`config.mk`:
```
export PLATFORM = sky130hd
export DESIGN_NAME = simple_dma_controller
export DESIGN_NICKNAME = d
export VERILOG_FILES = /design/src/rtl/simple_dma_controller_pkg.sv /design/src/rtl/simple_dma_controller.sv
export SDC_FILE = /design/constraint.sdc
export NUM_CORES = 1
export LEC_CHECK = 0
export CAP_MARGIN = 5
export CORE_MARGIN = 5
export CORE_UTILIZATION = 38
export CTS_BUF_LIST = sky130_fd_sc_hd__clkbuf_2 sky130_fd_sc_hd__clkbuf_4 sky130_fd_sc_hd__clkbuf_8
export CTS_CLUSTER_SIZE = 20
export DETAILED_ROUTE_END_ITERATION = 10
export HOLD_SLACK_MARGIN = 0.06
export PLACE_DENSITY = 0.73
export SLEW_MARGIN = 5
export SYNTH_ARGS = -nofsm -noshare
export SYNTH_HDL_FRONTEND = slang
export SYNTH_SLANG_ARGS = --single-unit
```
`constraint.sdc`:
```
create_clock -name clk -period 2.62 [get_ports clk]
set_input_delay 0.524 -clock clk [delete_from_list [all_inputs] [get_ports clk]]
set_output_delay 0.524 -clock clk [all_outputs]
set_load 0.01 [all_outputs]
```
`src/rtl/simple_dma_controller_pkg.sv`:
```
// Shared definitions for the simple DMA controller: FSM states,
// memory byte-enable codes and the direction encoding used by the device.
package simple_dma_controller_pkg;

  typedef enum logic [2:0] {
    ST_IDLE     = 3'd0,
    ST_WAIT_DEV = 3'd1,
    ST_LATCH    = 3'd2,
    ST_ACCESS   = 3'd3,
    ST_RDATA    = 3'd4,
    ST_ACK      = 3'd5,
    ST_DONE     = 3'd6
  } dma_state_e;

  localparam logic [1:0] DMA_WE_WORD = 2'b11;
  localparam logic [1:0] DMA_WE_NONE = 2'b00;

  // Direction as presented on dma_rd_wr: 1 = memory -> device.
  localparam logic DIR_READ = 1'b1;

endpackage

```
`src/rtl/simple_dma_controller.sv`:
```
// Word-oriented DMA engine between a simple DMA device and the CPU's
// DMA memory port. One memory access per word, with a per-word device
// handshake; all outputs are registered or decoded from the state.
module simple_dma_controller
  import simple_dma_controller_pkg::*;
#(
  parameter logic PRIORITY = 1'b0
) (
  input  logic        clk,
  input  logic        reset,
  input  logic        dma_rqst,
  input  logic        dma_rd_wr,
  input  logic [15:0] dma_start_address,
  input  logic [15:0] dma_num_words,
  input  logic        dev_ack,
  input  logic [15:0] dev_out,
  output logic [15:0] dev_in,
  output logic        dma_ack,
  output logic        dma_end_flag,
  output logic        dma_error,
  output logic [14:0] dma_addr,
  output logic [15:0] dma_din,
  output logic        dma_en,
  output logic [1:0]  dma_we,
  output logic        dma_priority,
  input  logic [15:0] dma_dout,
  input  logic        dma_ready,
  input  logic        dma_resp
);

  dma_state_e  state_reg;
  dma_state_e  state_next;
  logic [14:0] addr_reg;
  logic [15:0] count_reg;
  logic [15:0] data_reg;
  logic        dir_reg;
  logic        error_reg;
  logic [15:0] count_dec;
  logic        unused_addr_lsb;

  // The start address is a byte address; only the word part matters.
  assign unused_addr_lsb = dma_start_address[0];
  assign count_dec       = count_reg - 16'd1;

  // State register; reset may strike mid-access and must abandon it.
  always_ff @(posedge clk or posedge reset) begin
    if (reset) begin
      state_reg <= ST_IDLE;
    end else begin
      state_reg <= state_next;
    end
  end

  // Next-state decode. Dropping dma_rqst only aborts while waiting on the
  // device; once a memory access is issued the word runs through ACK.
  always_comb begin
    state_next = state_reg;
    case (state_reg)
      ST_IDLE: begin
        if (dma_rqst) begin
          state_next = (dma_num_words == 16'd0) ? ST_DONE : ST_WAIT_DEV;
        end
      end
      ST_WAIT_DEV: begin
        if (!dma_rqst) begin
          state_next = ST_IDLE;
        end else if (dev_ack) begin
          state_next = (dir_reg == DIR_READ) ? ST_ACCESS : ST_LATCH;
        end
      end
      ST_LATCH: begin
        state_next = ST_ACCESS;
      end
      ST_ACCESS: begin
        if (dma_ready) begin
          if (dir_reg == DIR_READ) begin
            state_next = ST_RDATA;
          end else if (dma_resp) begin
            state_next = ST_DONE;
          end else begin
            state_next = ST_ACK;
          end
        end
      end
      ST_RDATA: begin
        state_next = dma_resp ? ST_DONE : ST_ACK;
      end
      ST_ACK: begin
        if (count_dec == 16'd0) begin
          state_next = ST_DONE;
        end else if (!dma_rqst) begin
          state_next = ST_IDLE;
        end else begin
          state_next = ST_WAIT_DEV;
        end
      end
      ST_DONE: begin
        if (!dma_rqst) begin
          state_next = ST_IDLE;
        end
      end
      default: begin
        state_next = ST_IDLE;
      end
    endcase
  end

  // Transfer bookkeeping: address/count/direction, data buffer, sticky error.
  always_ff @(posedge clk or posedge reset) begin
    if (reset) begin
      addr_reg  <= '0;
      count_reg <= '0;
      data_reg  <= '0;
      dir_reg   <= 1'b0;
      error_reg <= 1'b0;
    end else begin
      case (state_reg)
        ST_IDLE: begin
          if (dma_rqst) begin
            addr_reg  <= dma_start_address[15:1];
            count_reg <= dma_num_words;
            dir_reg   <= dma_rd_wr;
            error_reg <= 1'b0;
          end
        end
        ST_LATCH: begin
          data_reg <= dev_out;
        end
        ST_ACCESS: begin
          if (dma_ready && (dir_reg != DIR_READ) && dma_resp) begin
            error_reg <= 1'b1;
          end
        end
        ST_RDATA: begin
          data_reg <= dma_dout;
          if (dma_resp) begin
            error_reg <= 1'b1;
          end
        end
        ST_ACK: begin
          addr_reg  <= addr_reg + 15'd1;
          count_reg <= count_dec;
        end
        default: begin
        end
      endcase
    end
  end

  // Outputs decoded from state; the memory bus is quiet outside ACCESS.
  always_comb begin
    dma_en       = (state_reg == ST_ACCESS);
    dma_we       = DMA_WE_NONE;
    dma_addr     = '0;
    dma_din      = '0;
    if (state_reg == ST_ACCESS) begin
      dma_we   = (dir_reg == DIR_READ) ? DMA_WE_NONE : DMA_WE_WORD;
      dma_addr = addr_reg;
      dma_din  = data_reg;
    end
    dma_ack      = (state_reg == ST_ACK);
    dma_end_flag = (state_reg == ST_DONE);
    dma_error    = error_reg;
    dev_in       = data_reg;
    dma_priority = PRIORITY;
  end

endmodule

```
Word level (Yosys, flattened, before mapping) --
Cells that the tools add are included.
Word-level totals: register bits 52, latch bits 0, RAM bits 0, memory bits (read-only) 0, output and inout port bits 54, memories kept 0
Operators by class: add/sub/neg operators 2, multipliers 0, divide/modulo/power cells 0, magnitude comparators 0, equal/unequal tests 12, shift operators 0, muxes and demuxes 25, bitwise operators 1, reduce and logical (&&, ||, !) cells 12
Operators by type and width (count):
- 16-bit case mux with 2 select lines | 2
- 16-bit logical NOT | 2
- 16-bit 2-to-1 mux | 2
- 15-bit 2-to-1 mux | 2
- 15-bit case mux with 2 select lines | 1
- 3-bit 2-to-1 mux | 7
- 3-bit case mux with 7 select lines | 1
- 16-bit by 1-bit subtractor with 16-bit output (second input constant) | 1
- 15-bit by 1-bit adder with 15-bit output (second input constant) | 1
- 3-bit equality test (second input constant) | 3
- 2-bit 2-to-1 mux | 4
- 4-bit AND reduction | 2
- 3-bit by 2-bit equality test with 1-bit output (second input constant) | 2
- 2-bit != test (second input constant) | 3
- 1-bit 2-to-1 mux | 5
- 2-bit by 1-bit != test with 1-bit output (second input constant) | 2
- 2-bit AND reduction | 2
- 2-bit nonzero test | 2
- 3-bit by 1-bit equality test with 1-bit output (second input constant) | 1
- 3-bit logical NOT | 1
- 3-bit != test (second input constant) | 1
- 1-bit case mux with 3 select lines | 1
- 3-bit nonzero test | 1
- 1-bit logical AND | 2
- 1-bit inverter | 1

Depth between registers and ports, before layout --
depth in word-level cells 5, gate-level depth with buffers 9, depth with buffers taken out 7

Least setup slack after synthesis --
OpenSTA, ideal clock, no wires.
path type register to register, start register count_reg[0], end register state_reg[0], data arrival time 2402 ps, required time 2496 ps, path slack 94 ps, stages on the path, launching flop included 9, cell sequence dfrtp_1 > clkbuf_1 > inv_1 > ha_1 > or4b_4 > or3b_4 > a2111oi_4 > nand3_1 > a211o_1
On the way: cells in the longest elaborated chain, start to end 4
RTL lines:
- start: declaration | line simple_dma_controller.sv:34 | logic [15:0] count_reg;
- start signal: assignment | line simple_dma_controller.sv:121 | count_reg <= dma_num_words;
- start signal: assignment | line simple_dma_controller.sv:142 | count_reg <= count_dec;
- 16-bit by 1-bit subtractor with 16-bit output | line simple_dma_controller.sv:43 | assign count_dec = count_reg - 16'd1;
- 16-bit logical NOT | line simple_dma_controller.sv:89 | if (count_dec == 16'd0) begin
- 3-bit 2-to-1 mux | line simple_dma_controller.sv:89
- 3-bit case mux with 7 select lines | line simple_dma_controller.sv:58 | case (state_reg)
- end signal: assignment | line simple_dma_controller.sv:50 | state_reg <= state_next;
- end: declaration | line simple_dma_controller.sv:31 | dma_state_e state_reg;
No other way between the ends. A chain may end at the register's enable or synchronous reset.

Worst setup path in the final report --
start register state_reg[0], end output dma_addr[12]
On the way: cells in the longest elaborated chain, start to end 2
RTL lines:
- 3-bit by 2-bit equality test with 1-bit output | line simple_dma_controller.sv:156 | if (state_reg == ST_ACCESS) begin
- 15-bit 2-to-1 mux | line simple_dma_controller.sv:156
- end: declaration | line simple_dma_controller.sv:21 | output logic [14:0] dma_addr,
No other way between the ends.

==> flow_metrics.tcl <==
set metrics [dict create \
    syn_inst 415 \
    synth.yosys.seq_area_share 0.377 \
    cts_tree "yes" \
    crit-reg2reg-capture "state_reg[0]" \
    dp.cells 638 \
    setup_viol 0 \
    cts.clk_slew.worst_paths_ps 110 \
    fin_crit_sh 0.958 \
    most-common-layout-cells "clkdlybuf4s50_1, dfrtp_1, nand2_1" \
    coreArea_um2 8760 \
    hold_viol 0 \
    drc_errors 0 \
    top_layer "met4" \
    drt_wl_total_mm 11.3 \
    drive_gt1_frac 0.0874 \
    holdWs_ps 511 \
    gp_congestion 0.911 \
    power.density_nw_per_um2 1030 \
    grt_pass1_vias 3612 \
    fmax_mhz 398 \
    area_growth_pct 43.7 \
    first_pass_iters 4 \
    drt_iter0_markers 178 \
    skew_ps 13.4 \
    setup_ws_ps 110 \
    rows 34 \
    ff2ff_setup_slack_ps 200 \
    crit_path_end_kind "output port" \
    status "complete, no violations" \
    critPathMaxFanout 17 \
    hp-class "reg -> reg" \
    grt_usage 0.195 \
    clk_path_buf_depth 2 \
    h-tree-depth 2 \
    final_common_cell "clkdlybuf4s50_1" \
    fin_nets 611 \
    syn-cell-area_um2 3450 \
    grt_max_degree 27 \
    worstPathRequired_ps 2100 \
    cp_data_arrival_time_ps 1990 \
    ys_warn_count 0 \
    clock_latency_ps 320 \
    maxCapViolations 0 \
    leakage_nw 1.94 \
    fillers 847 \
    synth_flop_cell "dfrtp_1" \
    post_synth_num_cell_types 63 \
    io_buffers 122 \
    wl_met1_mm 5.02 \
    worstSetupPathType "reg -> out" \
    start_kind "flip-flop" \
    die_w_um 105 \
    maxSlewHeadroom 0.525 \
    finalPower_mw 5.09 \
    initial_utilization 0.393 \
    worstReg2RegStart "count_reg[0]" \
    antenna_found_initial 0 \
    whs_path_depth 2 \
    reg2regPathDepth 7 \
    num_vias 3767 \
    syn_nets 489 \
    final_area_um2 4950 \
    max_slew.worst_pin.slew_ps 707 \
    vias_per_cell 5.83 \
    avgSynthCellArea_um2 8.31 \
    placed_cell_area_um2 4860 \
    finalCriticalPeriod_ps 2510 \
    report.final.slew_viol_count 0 \
    endpoint "dma_addr[12]" \
    crit_path_start "state_reg[0]" \
    cts-root-buf "clkbuf_8" \
    synthArstFlopShare 1.00 \
    fin_tns_setup_ps 0 \
    synth-edff-count 0 \
    dieArea_um2 11100 \
    postCtsHoldBufs 0 \
    cts-buffers-inserted 5 \
    rsz0062_at_grt "no" \
    grt_pass1_wl_mm 18.3 \
    dp_hpwl_mm 8.54 \
    final_util 0.565 \
    antenna_cells 0 \
    wl_met2_mm 5.33 \
    ios 125 \
    met3RoutedLength_um 873 \
    post-place-ws_ps 136 \
    die_h_um 105 \
    vdd_drop_max_v 0.000493 \
    cts_sinks 52 \
    final_antenna_net_count 0 \
    globalRoute.totalOverflow 0 \
    wl_per_cell_um 17.5 \
    stdcell_count 646 \
    synth-seq-cells 52 \
]
==> worst max-delay path: stages, from the launching register on <==
cell             delay, ps
dfrtp_2                530
and3b_1                230
buf_4                  190
and2_1                 140
clkdlybuf4s50_1        570
==> metal layers <==
metal  vias up  track usage
li1       1809            -
met1      1777        0.261
met2       170        0.329
met3        11       0.0385
met4         0       0.0411
met5         -            0
==> layout make-up <==
| cell class | count | area [um2] | share of cell area |
|---|---|---|---|
| Clock inverter | 3 | 27.5 | 0.00556 |
| Timing Repair Buffer | 148 | 1420 | 0.286 |
| Sequential cell | 52 | 1300 | 0.263 |
| Tap cell | 108 | 135 | 0.0273 |
| Clock buffer | 5 | 68.8 | 0.0139 |
| Inverter | 13 | 48.8 | 0.00985 |
| Multi-Input combinational cell | 317 | 1960 | 0.395 |
==> how the worst min path moves through the flow <==
stage / startpoint / endpoint / slack (ps)
after floorplan: addr_reg[11] / addr_reg[11] / 480
after global placement: dma_error / dma_error / 490
after detailed placement: dma_error / dma_error / 490
after CTS: dma_error / dma_error / 520
after global routing: dma_error / dma_error / 540
final: dma_error / dma_error / 510
==> cell usage after synthesis (7+ instances only) <==
cell type / n / area share
o22a_1: 8 / 0.020
nor4_1: 10 / 0.018
inv_1: 13 / 0.014
nand2_1: 39 / 0.042
nand4_1: 7 / 0.013
o211ai_1: 8 / 0.017
o21ai_0: 23 / 0.033
dfrtp_1: 52 / 0.38
clkbuf_1: 26 / 0.028
a21oi_1: 31 / 0.045
and2_1: 31 / 0.056
nand3_1: 10 / 0.015
nor2_1: 21 / 0.023
o22ai_1: 37 / 0.067
nor3_1: 11 / 0.016
a221o_1: 7 / 0.020
==> timing repair <==
item | CTS | global route
endpoints found under the setup margin | 1 | 0
hold endpoints to repair | 0 | 0
resized for setup | 1 | 0
setup buffers | 0 | 0
==> cell families after synthesis <==
| group | count (synthesis) | synth area share |
|---|---|---|
| AOI/OAI and AO/OA | 148 | 0.291 |
| adders and majority gates | 3 | 0.0109 |
| xor gates and xnor gates | 2 | 0.00508 |
| and+or+nand+nor | 161 | 0.253 |
| DFF | 52 | 0.377 |
| muxes | 2 | 0.00617 |
| other | 1 | 0.00109 |
| buffers and inverters | 46 | 0.0555 |
==> where the power goes <==
group          internal, mW  switching, mW  total (mW)
registers              1.20          0.497        1.70
clock network         0.197          0.306       0.503
logic                  1.46           1.43        2.89
No activity file was read; power rests on OpenSTA's default activity.
